`src/rtl/cost_accumulator_n_pkg.sv`:
```
// Shared types and helpers for the cost accumulator: FSM states, error-mode codes, saturation limit.
package cost_pkg;

    typedef enum logic [1:0] {
        IDLE  = 2'd0,
        RUN   = 2'd1,
        DRAIN = 2'd2,
        DONE  = 2'd3
    } state_t;

    localparam logic MODE_SQ  = 1'b0;
    localparam logic MODE_ABS = 1'b1;

    function automatic logic [31:0] sat_max(input int unsigned width);
        if (width >= 32) return '1;
        return (32'd1 << width) - 32'd1;
    endfunction

endpackage

```
`src/rtl/cost_term_unit.sv`:
```
// Per-class error term: |label_val - weight|, squared and shifted or passed through by mode.
// Purely combinational, zero latency, no flow control.
module cost_term_unit
    import cost_pkg::*;
#(
    parameter int CONF_W   = 4,
    parameter int SQ_SHIFT = 2,
    parameter int TERM_W   = 2*CONF_W - SQ_SHIFT
) (
    input  logic              i_label_bit,
    input  logic [CONF_W-1:0] i_weight,
    input  logic              i_mode,
    output logic [TERM_W-1:0] o_term
);

    logic [CONF_W-1:0]   w_label_val;
    logic [CONF_W-1:0]   w_diff;
    logic [2*CONF_W-1:0] w_sq;

    // A set label bit stands for a half-scale confidence (MSB only).
    assign w_label_val = i_label_bit ? {1'b1, {(CONF_W-1){1'b0}}} : '0;
    assign w_diff      = (w_label_val >= i_weight) ? (w_label_val - i_weight)
                                                   : (i_weight - w_label_val);
    assign w_sq        = (2*CONF_W)'(w_diff) * (2*CONF_W)'(w_diff);
    assign o_term      = (i_mode == MODE_ABS) ? TERM_W'(w_diff)
                                              : TERM_W'(w_sq[2*CONF_W-1:SQ_SHIFT]);

endmodule

```
`src/rtl/cost_accumulator_n.sv`:
```
// Per-sample error over NUM_CLASSES classes, one class per clock, plus saturating batch totals.
// Latency: done NUM_CLASSES+2 cycles after start; no backpressure, start ignored while busy.
module cost_accumulator_n
    import cost_pkg::*;
#(
    parameter int NUM_CLASSES = 10,
    parameter int CONF_W      = 4,
    parameter int SQ_SHIFT    = 2,
    parameter int COST_W      = 8,
    parameter int ACC_W       = 16,
    parameter int CNT_W       = 8
) (
    input  logic                               clk,
    input  logic                               n_rst,
    input  logic                               start,
    input  logic                               clear_acc,
    input  logic                               mode,
    input  logic [NUM_CLASSES-1:0]             expected_label,
    input  logic [NUM_CLASSES-1:0][CONF_W-1:0] digit_weights,
    output logic                               busy,
    output logic                               done,
    output logic [COST_W-1:0]                  cost_output,
    output logic                               cost_sat,
    output logic [ACC_W-1:0]                   batch_cost,
    output logic                               batch_sat,
    output logic [CNT_W-1:0]                   sample_count
);

    localparam int                TERM_W   = 2*CONF_W - SQ_SHIFT;
    localparam int                IDX_W    = (NUM_CLASSES > 1) ? $clog2(NUM_CLASSES) : 1;
    localparam logic [IDX_W-1:0]  LAST_IDX = IDX_W'(NUM_CLASSES - 1);
    localparam logic [COST_W:0]   COST_MAX = (COST_W+1)'(sat_max(COST_W));
    localparam logic [ACC_W:0]    ACC_MAX  = (ACC_W+1)'(sat_max(ACC_W));

    state_t                               r_state;
    logic [IDX_W-1:0]                     r_idx;
    logic                                 r_mode;
    logic [NUM_CLASSES-1:0]               r_label;
    logic [NUM_CLASSES-1:0][CONF_W-1:0]   r_weights;
    logic [TERM_W-1:0]                    r_pipe;
    logic [COST_W-1:0]                    r_sum;
    logic                                 r_sat;
    logic                                 r_busy;
    logic                                 r_done;
    logic [COST_W-1:0]                    r_cost;
    logic                                 r_cost_sat;
    logic [ACC_W-1:0]                     r_batch;
    logic                                 r_batch_sat;
    logic [CNT_W-1:0]                     r_count;

    logic [TERM_W-1:0]  w_term;
    logic [COST_W:0]    w_sum_add;
    logic               w_sum_clamp;
    logic [COST_W-1:0]  w_sum_next;
    logic [ACC_W-1:0]   w_batch_base;
    logic [ACC_W:0]     w_batch_add;
    logic               w_batch_clamp;
    logic               w_bsat_base;
    logic [CNT_W-1:0]   w_count_base;
    logic [CNT_W-1:0]   w_count_next;

    cost_term_unit #(
        .CONF_W   (CONF_W),
        .SQ_SHIFT (SQ_SHIFT),
        .TERM_W   (TERM_W)
    ) u_term (
        .i_label_bit (r_label[r_idx]),
        .i_weight    (r_weights[r_idx]),
        .i_mode      (r_mode),
        .o_term      (w_term)
    );

    assign w_sum_add   = {1'b0, r_sum} + (COST_W+1)'(r_pipe);
    assign w_sum_clamp = (w_sum_add > COST_MAX);
    assign w_sum_next  = w_sum_clamp ? COST_MAX[COST_W-1:0] : w_sum_add[COST_W-1:0];

    // A clear landing on the DONE cycle wipes the old totals before this sample is added.
    assign w_batch_base  = clear_acc ? '0 : r_batch;
    assign w_bsat_base   = clear_acc ? 1'b0 : r_batch_sat;
    assign w_count_base  = clear_acc ? '0 : r_count;
    assign w_batch_add   = {1'b0, w_batch_base} + (ACC_W+1)'(r_sum);
    assign w_batch_clamp = (w_batch_add > ACC_MAX);
    assign w_count_next  = (&w_count_base) ? w_count_base : (w_count_base + CNT_W'(1));

    always_ff @(posedge clk or negedge n_rst) begin
        if (!n_rst) begin
            r_state     <= IDLE;
            r_idx       <= '0;
            r_mode      <= MODE_SQ;
            r_label     <= '0;
            r_weights   <= '0;
            r_pipe      <= '0;
            r_sum       <= '0;
            r_sat       <= 1'b0;
            r_busy      <= 1'b0;
            r_done      <= 1'b0;
            r_cost      <= '0;
            r_cost_sat  <= 1'b0;
            r_batch     <= '0;
            r_batch_sat <= 1'b0;
            r_count     <= '0;
        end else begin
            r_done <= 1'b0;
            if (clear_acc && (r_state != DONE)) begin
                r_batch     <= '0;
                r_batch_sat <= 1'b0;
                r_count     <= '0;
            end
            case (r_state)
                IDLE: begin
                    if (start) begin
                        r_label   <= expected_label;
                        r_weights <= digit_weights;
                        r_mode    <= mode;
                        r_idx     <= '0;
                        r_pipe    <= '0;
                        r_sum     <= '0;
                        r_sat     <= 1'b0;
                        r_busy    <= 1'b1;
                        r_state   <= RUN;
                    end
                end
                RUN: begin
                    r_pipe <= w_term;
                    r_sum  <= w_sum_next;
                    r_sat  <= r_sat | w_sum_clamp;
                    r_idx  <= r_idx + IDX_W'(1);
                    if (r_idx == LAST_IDX) r_state <= DRAIN;
                end
                DRAIN: begin
                    r_sum   <= w_sum_next;
                    r_sat   <= r_sat | w_sum_clamp;
                    r_state <= DONE;
                end
                DONE: begin
                    r_done      <= 1'b1;
                    r_busy      <= 1'b0;
                    r_cost      <= r_sum;
                    r_cost_sat  <= r_sat;
                    r_batch     <= w_batch_clamp ? ACC_MAX[ACC_W-1:0] : w_batch_add[ACC_W-1:0];
                    r_batch_sat <= w_bsat_base | w_batch_clamp;
                    r_count     <= w_count_next;
                    r_state     <= IDLE;
                end
                default: r_state <= IDLE;
            endcase
        end
    end

    assign busy         = r_busy;
    assign done         = r_done;
    assign cost_output  = r_cost;
    assign cost_sat     = r_cost_sat;
    assign batch_cost   = r_batch;
    assign batch_sat    = r_batch_sat;
    assign sample_count = r_count;

endmodule

```
`config.mk`:
```
export PLATFORM = sky130hd
export DESIGN_NAME = cost_accumulator_n
export DESIGN_NICKNAME = d
export VERILOG_FILES = /design/src/rtl/cost_accumulator_n_pkg.sv /design/src/rtl/cost_term_unit.sv /design/src/rtl/cost_accumulator_n.sv
export SDC_FILE = /design/constraint.sdc
export NUM_CORES = 1
export LEC_CHECK = 0
export ABC_CLOCK_PERIOD_IN_PS = 4900
export BUFFER_PORTS_ARGS = -buffer_cell sky130_fd_sc_hd__buf_4
export CORE_ASPECT_RATIO = 0.7
export CORE_MARGIN = 10
export CORE_UTILIZATION = 45
export DETAILED_ROUTE_END_ITERATION = 7
export PLACE_DENSITY = 0.66
export SYNTH_ARGS = -nofsm -noshare
export SYNTH_HDL_FRONTEND = slang
export SYNTH_HIERARCHICAL = 1
export SYNTH_SLANG_ARGS = --single-unit
```
`constraint.sdc`:
```
create_clock -name clk -period 4.9 [get_ports clk]
set_input_delay 1.225 -clock clk [delete_from_list [all_inputs] [get_ports clk]]
set_output_delay 1.225 -clock clk [all_outputs]
set_load 0.05 [all_outputs]
```
# Word-level counts from Yosys, hierarchy flattened
# Index checks and enable logic that the tools add are counted.
# word_totals
register_bits	108
latchBits	0
mem_bits_rw	0
romBits	0
output_inout_bits	36
wordCells	90
n_memories	0
# classes
addsub	6
n_mul	1
div	0
n_lt_le_gt_ge	4
eq_ne	7
shifts	0
mux	33
bitwise	2
reduce_logical	13
# op_table
operator	n
$mux 16	4
$mux 8	6
$add 16x8->17	1
$gt 17x16->1 const B	1
$bmux 4 s4	1
$mux 4	4
$pmux 8 s2	1
$mux 6	2
$pmux 6 s2	1
$reduce_and 2->1	5
$add 8x6->9	1
$gt 9x8->1 const B	1
$add 8x1->8 const B	1
$mul 4x4->8	1
$pmux 2 s4	1
$pmux 4 s2	1
$reduce_and 8->1	1
$reduce_bool 2->1	4
$sub 4x4->4	2
$mux 1	7
$ne 2x2->1 const B	3
$lt 4x5->1 const B	1
$add 4x1->4 const B	1
$bmux 1 s4	1
other kinds (10)	14

# Logic depth before layout (Yosys ltp)
# Gate-level depths: netlist of run 1.
# logic_depth
ltp_word	8
ltp_mapped	17
depth_no_buf	16

# By module
# Netlist of run 1, hierarchy kept.
# by_module_without_submodules
module	n_inst	cells_per_inst	area_each_um2	seq_area_each_um2
cost_accumulator_n	1	466	5459.0	2702.6
cost_term_unit	1	48	336.6	0.0

# Least setup slack after synthesis of run 1
# OpenSTA, ideal clock, no wires.
# synth_timing
path_type	reg-to-reg
start	register r_idx[0]
end	register r_pipe[4]
setup_time_ns	0.121
arrival_ns	3.685
required_ns	4.779
slack_ns	1.094
path_stages_with_launch	18
period_less_slack_ns	3.806
path_cell_list	dfrtp_1 -> buf_2 -> buf_2 -> mux2_2 -> a221oi_1 -> a21oi_1 -> inv_1 -> ha_1 -> inv_1 -> o311ai_0 -> nand2_1 -> nor2_1 -> ha_1 -> a21o_1 -> a21oi_1 -> a31o_2 -> a21oi_1 -> a22o_1
# synth_between
elab_chain_len	8
elab_cells_between_ends	12
# synth_lines
item	line	text
start: declaration	cost_accumulator_n.sv:36	logic [IDX_W-1:0] r_idx;
start signal: assignment	cost_accumulator_n.sv:127	r_idx <= r_idx + IDX_W'(1);
$bmux 1 s4	cost_accumulator_n.sv:67	.i_label_bit (r_label[r_idx]),
$mux 1 (implied by the code)	cost_accumulator_n.sv:67	
$mux 4	cost_term_unit.sv:21	assign w_label_val = i_label_bit ? {1'b1, {(CONF_W-1){1'b0}}} : '0;
$sub 4x4->4, or another cell as far along	cost_term_unit.sv:23	: (i_weight - w_label_val);
$mux 4 (*)	cost_term_unit.sv:22	assign w_diff = (w_label_val >= i_weight) ? (w_label_val - i_weight)
$mul 4x4->8 (*)	cost_term_unit.sv:24	assign w_sq = (2*CONF_W)'(w_diff) * (2*CONF_W)'(w_diff);
$mux 6 (*)	cost_term_unit.sv:25	assign o_term = (i_mode == MODE_ABS) ? TERM_W'(w_diff)
via w_term[4]	cost_accumulator_n.sv:51	logic [TERM_W-1:0] w_term;
$pmux 6 s2 (*)	cost_accumulator_n.sv:109	case (r_state)
end signal: assignment	cost_accumulator_n.sv:124	r_pipe <= w_term;
end: declaration	cost_accumulator_n.sv:40	logic [TERM_W-1:0] r_pipe;
# The timed path passes the listed nets; every way through them passes the cells marked *. The select of a mux whose other input is x is not followed.
# A chain may end at the register's enable or synchronous reset.

# Worst setup path after layout of run 1
# layout_timing
start	register r_idx[0]
end	register r_pipe[3]
# layout_between
elab_chain_len	8
elab_cells_between_ends	12
# layout_lines
item	line
$bmux 1 s4	cost_accumulator_n.sv:67
$mux 1 (implied by the code)	cost_accumulator_n.sv:67
$mux 4	cost_term_unit.sv:21
$sub 4x4->4, or another cell as far along	cost_term_unit.sv:23
$mux 4 (*)	cost_term_unit.sv:22
$mul 4x4->8	cost_term_unit.sv:24
$mux 6 (*)	cost_term_unit.sv:25
via w_term[3]	cost_accumulator_n.sv:51
$pmux 6 s2 (*)	cost_accumulator_n.sv:109
# Marks and branches as above.

==> flow_metrics.tcl, run 1 <==
set metrics [dict create \
    cts-root-buf "clkbuf_16" \
    worstPathArrival_ns 4.67 \
    grt-ovfl-total 0 \
    setup_tns_ns 0 \
    yosys_warnings 6 \
    critPathLaunchType "flip-flop" \
    grt_pass1_wl_um 22400 \
    wl_um 13500 \
    port_buffers 90 \
    routed_via_density 5.59 \
    crit_type "reg2reg" \
    std_cell_rows 34 \
    synth-seq-cells 108 \
    drtIter0Drc 305 \
    cts_inserted_buffers 9 \
    ant_nets 0 \
    startpoint "r_idx[0]$_DFFE_PN0P_" \
    synth_edf_count 0 \
    dieHeight_um 115 \
    final_layout_size_suffix_gt1_frac 0.336 \
    fin_nets 683 \
    gp_congestion 0.812 \
    ys_types 58 \
    r2r-start "r_idx[0]$_DFFE_PN0P_" \
    cts_tree "built" \
    hold_viol 0 \
    wl_per_cell_um 17.6 \
    diodes 0 \
    grt_pass1_vias 4338 \
    end_kind "flip-flop" \
    core_area_mm2 0.0125 \
    post-route-util 0.553 \
    grt_usage 0.151 \
    path_max_fanout 12 \
    rrSetupSlack_ns 0.52 \
    netlist_area_mm2 0.00580 \
    ios 91 \
    clk_latency_ns 0.35 \
    vias 4279 \
    cap_violations 0 \
    outcome "completed" \
    worst_slew_pin_slew_ns 0.736 \
    clock.fmax_ghz 0.228 \
    skew_ns 0.00814 \
    finalMaxSlewViolations 0 \
    ir_drop_mv 0.448 \
    whs_ns 0.507 \
    slew-limit-headroom 0.506 \
    dpl.hpwl_um 10100 \
    setup_viol 0 \
    critPathCapture "r_pipe[3]$_DFFE_PN0P_" \
    fin_ws_ns 0.516 \
    area_delta_synth_final_pct 19.4 \
    hp-class "reg2reg" \
    min_period_ns 4.38 \
    syn_nets 598 \
    syn-mean-instance-area_um2 11.3 \
    die_area_mm2 0.0179 \
    dr.pass1.iters 5 \
    grt_max_degree 58 \
    die_w_um 156 \
    drc 0 \
    cts_buffer_depth 2 \
    p_leak_nw 3.19 \
    netlist_instances 514 \
    seq_area_frac_synth 0.466 \
    dpl_worst_slack_ns 0.352 \
    cts_sinks 108 \
    grt_antenna_before_repair 0 \
    ys_dominant_reg_cell "dfrtp_1" \
    cp.required_ns 5.19 \
    power.density_mw_per_mm2 721 \
    async_flop_share 1.00 \
    period_share 0.895 \
    grt_setup_unrepaired "no" \
    clkSlewWorstSetupHoldPaths_ns 0.08 \
    htreeDepth 3 \
    cts_hold_buffers 0 \
    start_util 0.463 \
    r2r_cells 15 \
    reg2reg_to "r_pipe[3]$_DFFE_PN0P_" \
]
[worst min-delay path by stage]
stage | from | end | slack (ns) | cells after the start
6_report | r_weights[6]$_DFFE_PN0P_ | r_weights[6]$_DFFE_PN0P_ | 0.51 | 1
5_1_grt | cost_output[0]$_DFFE_PN0P_ | cost_output[0]$_DFFE_PN0P_ | 0.52 | 1
4_1_cts | r_weights[22]$_DFFE_PN0P_ | r_weights[22]$_DFFE_PN0P_ | 0.51 | 1
3_5_place_dp | r_weights[38]$_DFFE_PN0P_ | r_weights[38]$_DFFE_PN0P_ | 0.49 | 1
3_3_place_gp | r_weights[16]$_DFFE_PN0P_ | r_weights[16]$_DFFE_PN0P_ | 0.48 | 1
2_1_floorplan | r_label[9]$_DFFE_PN0P_ | r_label[9]$_DFFE_PN0P_ | 0.47 | 1
[synth_stat cells, types with 10 or more instances]
| cell | count | share of area |
|---|---|---|
| a21oi_1 | 24 | 0.021 |
| clkbuf_1 | 17 | 0.011 |
| dfrtp_1 | 108 | 0.47 |
| ha_1 | 27 | 0.058 |
| inv_1 | 16 | 0.010 |
| mux2_2 | 68 | 0.13 |
| mux4_2 | 10 | 0.039 |
| nand2_1 | 33 | 0.021 |
| nor2_1 | 40 | 0.026 |
| nor2b_1 | 16 | 0.017 |
| nor3_1 | 10 | 0.0086 |
| o21ai_0 | 22 | 0.019 |
[metal layers]
| layer | share of wire | global-route usage |
|---|---|---|
| met2 | 0.46 | 0.232 |
| met4 | 0.0098 | 0.0336 |
| met5 | 0 | 0 |
| met3 | 0.049 | 0.0381 |
| met1 | 0.48 | 0.211 |
[registers in the layout, indices dropped and copies added (netlist names), 2 cells and up]
register and count:
r_pipe 6, cost_output 8, r_sum 8, r_idx 4, batch_cost 16, r_label 10, r_state 2, r_weights 40
sample_count 8
[layout make-up]
| type | instances | area, um2 |
|---|---|---|
| multi-input cells | 369 | 2950 |
| clock buffers | 10 | 239 |
| clock inverters | 6 | 53.8 |
| flip-flops and latches | 108 | 2700 |
| repair buffers | 95 | 713 |
| well taps | 162 | 203 |
| fillers | 1088 | 5590 |
| inverters | 16 | 60.1 |
[power by group]
part,internal (mW),total [mW],switching (mW),leakage [nW]
Sequential,1.24,1.51,0.276,1.36
Clock,0.371,0.726,0.356,0.147
Combinational,1.23,2.75,1.52,1.68
Total,2.84,4.99,2.15,3.19
[metrics by stage]
step	std cells	instance area (um2)	power [mW]
global route	766	6920	5.38
global placement	750	6630	4.07
finish	766	6920	4.99
detailed placement	750	6630	4.22
floorplan	514	5800	3.56
CTS	766	6920	4.99
[timing repair]
action / in CTS / in global routing
buffers inserted: 0 / 0
hold endpoints to repair: 0 / 0
endpoints found under the setup margin: 0 / 2
gates resized for setup: 0 / 1
[placed cells by master (no fill, tap or decap), types with 10 or more instances in the layout]
cell type / instances
a21oi_1: 24
ha_1: 27
mux4_2: 10
nor2_1: 40
inv_1: 16
nor3_1: 10
dfrtp_1: 108
nand2_1: 32
buf_4: 95
mux2_2: 68
o21ai_0: 22
nor2b_1: 16
[cells by family after synthesis]
group                    synth area share
flip-flops                          0.466
AO/OA/AOI/OAI                       0.121
multiplexers                        0.173
adder cells (fa/ha/maj)            0.0652
AND/OR/NAND/NOR                     0.122
XOR/XNOR                           0.0270
buffers and inverters              0.0257
[worst max-delay path: stages (launching register included)]
cell	delay (ns)
dfrtp_1	0.69
buf_4	0.30
mux2_2	0.36
a221oi_1	0.27
a21oi_1	0.15
inv_1	0.19
ha_1	0.24
inv_1	0.05
o311ai_1	0.56
nand2_1	0.22
nor2_1	0.17
ha_1	0.21
nand2_1	0.10
or3_1	0.32
o311ai_1	0.31
a22o_1	0.17
Power figures use the tool's default switching activity.
==> inputs of run 2 (changes only) <==
- PLACE_DENSITY: 0.66 -> 0.65
- TNS_END_PERCENT: not set -> 10
==> run 2 against run 1 <==
  * Clock skew increased by 0.00067 ns
  * Non-clock buffer count unchanged
  * Flip-flop and latch count unchanged
  * Critical path depth increased by 1
  * Routed wire length decreased by 1.2%
  * Worst hold slack improved by 0.00086 ns
  * Count of clock-buffer cells in the layout unchanged
  * Maximum frequency decreased by 0.80%
  * Critical path type unchanged
  * Core utilization decreased by 0.080 points
  * Largest cell class unchanged
  * Via count decreased by 1.5%
  * Combinational power decreased by 2%
==> flow_metrics.tcl, run 2 (same netlist as run 1, synthesis figures left out) <==
set metrics [dict create \
    outcome "completed" \
    grt-ovfl-total 0 \
    hp-class "reg2reg" \
    clock.fmax_ghz 0.226 \
    p_sw_mw 2.09 \
    skew_ns 0.00881 \
    setup_viol 0 \
    worstPathArrival_ns 4.70 \
    finalMaxSlewViolations 0 \
    drtIter0Drc 298 \
    grt_antenna_before_repair 0 \
    diodes 0 \
    cts-root-buf "clkbuf_16" \
    critPathMostFrequentCell "a21oi_1" \
    top_register "r_weights" \
    cts_sinks 108 \
    grt_max_degree 43 \
    cp_cell_sequence "buf_4 -> mux2_2 -> a221oi_1 -> a21oi_1 -> inv_1 -> ha_1 -> inv_1 -> o311ai_0 -> nand2_1 -> nor2_1 -> ha_1 -> a21o_1 -> a21oi_1 -> nand4_1 -> a21oi_1 -> a22o_1" \
    r2r_cells 16 \
    final_area_mm2 0.00691 \
    slew-limit-headroom 0.381 \
    cts_buffer_depth 2 \
    final_layout_size_suffix_gt1_frac 0.334 \
    vias 4213 \
    worst_slew_pin_slew_ns 0.926 \
    grt_setup_unrepaired "no" \
    cts_hold_buffers 0 \
    cp.required_ns 5.18 \
    wl_per_cell_um 17.4 \
    hold_viol 0 \
    fin_nets 683 \
    core_area_mm2 0.0125 \
    cts_setup_buffers 0 \
    routed_via_density 5.50 \
    htreeDepth 3 \
    post_cts_resized 0 \
    final_cells 766 \
    critPathLaunchType "flip-flop" \
    ios 91 \
    largest_reg_flops 40 \
    cpPeakStageDelay_ns 0.67 \
    power.density_mw_per_mm2 711 \
    ir_drop_mv 0.388 \
    cts_inserted_buffers 9 \
    wl_um 13400 \
    die_w_um 156 \
    grt_pass1_vias 4388 \
    dr.pass1.iters 4 \
    area_delta_synth_final_pct 19.2 \
    grt_pass1_wl_um 22700 \
    clkSlewWorstSetupHoldPaths_ns 0.07 \
    die_area_mm2 0.0179 \
    grt_usage 0.154 \
    final_cell_mix "108 x dfrtp_1, 95 x buf_4, 68 x mux2_2" \
    period_share 0.902 \
    comb_power_share 0.549 \
    gp_congestion 0.828 \
    std_cell_rows 34 \
    p_sw_frac 0.426 \
    path_max_fanout 11 \
    port_buffers 90 \
    hold_depth 1 \
    min_period_ns 4.42 \
    mostFrequentLayoutCell "dfrtp_1" \
    pwr-share-seq 0.309 \
    p_leak_nw 3.18 \
    cp_slowest_cell "o311ai_0" \
    end_kind "flip-flop" \
    dpl.hpwl_um 10100 \
    setup_tns_ns 0 \
    dieHeight_um 115 \
    cts_tree "built" \
    drc 0 \
    start_util 0.463 \
    cap_violations 0 \
    clk_latency_ns 0.35 \
    intPower_mw 2.82 \
    crit_type "reg2reg" \
    place_area_mm2 0.00663 \
    clockPowerShare 0.142 \
    ant_nets 0 \
    placed_cells 750 \
]
==> run 2: critical path: cells and delay by family (launching register included) <==
kind / cells / cell delay, ns
AOI/OAI and AO/OA: 7 / 1.77
DFF: 1 / 0.65
buffers and inverters: 3 / 0.55
adders and majority gates: 2 / 0.53
and+or+nand+nor: 3 / 0.48
muxes: 1 / 0.36
==> run 2: power by group through the flow <==
stage	sequential [mW]	clock, mW	combinational, mW
3_5_place_dp	1.53	0	2.68
4_1_cts	1.52	0.722	2.70
3_3_place_gp	1.53	0	2.55
5_1_grt	1.57	0.760	2.99
6_report	1.52	0.698	2.70
2_1_floorplan	1.61	0	1.94
==> run 2: metal layers <==
metal	global-route usage	routed length (um)	vias up	part of all wire
met5	0	0	-	0
met4	0.0386	123	0	0.0092
met3	0.0466	812	8	0.061
met2	0.237	6070	90	0.45
met1	0.210	6340	2083	0.48
li1	-	-	2032	-
==> run 2: area by class of cell <==
type	count	area [um2]
Sequential cell	108	2700
Clock inverter	6	53.8
Inverter	16	60.1
Clock buffer	10	229
Fill cell	1068	5600
Multi-Input combinational cell	369	2950
Tap cell	162	203
Timing Repair Buffer	95	713
==> run 2: through the flow <==
stage,hold WS [ns],setup slack (ns),util,power (mW)
after floorplan,0.474,1.09,-,3.56
after global placement,0.485,0.792,0.530,4.07
after detailed placement,0.492,0.514,0.530,4.21
after CTS,0.510,0.494,0.552,4.94
after global routing,0.519,0.0806,0.552,5.32
final,0.507,0.481,0.552,4.91
==> run 2: path summary, 6_finish.rpt <==
| path | end | start | slack (ns) |
|---|---|---|---|
| worst max-delay path | r_pipe[4]$_DFFE_PN0P_ | r_idx[0]$_DFFE_PN0P_ | 0.48 |
| worst min-delay path | r_weights[17]$_DFFE_PN0P_ | r_weights[17]$_DFFE_PN0P_ | 0.51 |
| worst max register to register | r_pipe[4]$_DFFE_PN0P_ | r_idx[0]$_DFFE_PN0P_ | 0.48 |
| worst min register to register | r_weights[17]$_DFFE_PN0P_ | r_weights[17]$_DFFE_PN0P_ | 0.51 |
| max in group asynchronous | batch_cost[8]$_DFFE_PN0P_ | n_rst | 3.12 |
| min in group asynchronous | r_label[1]$_DFFE_PN0P_ | n_rst | 0.84 |
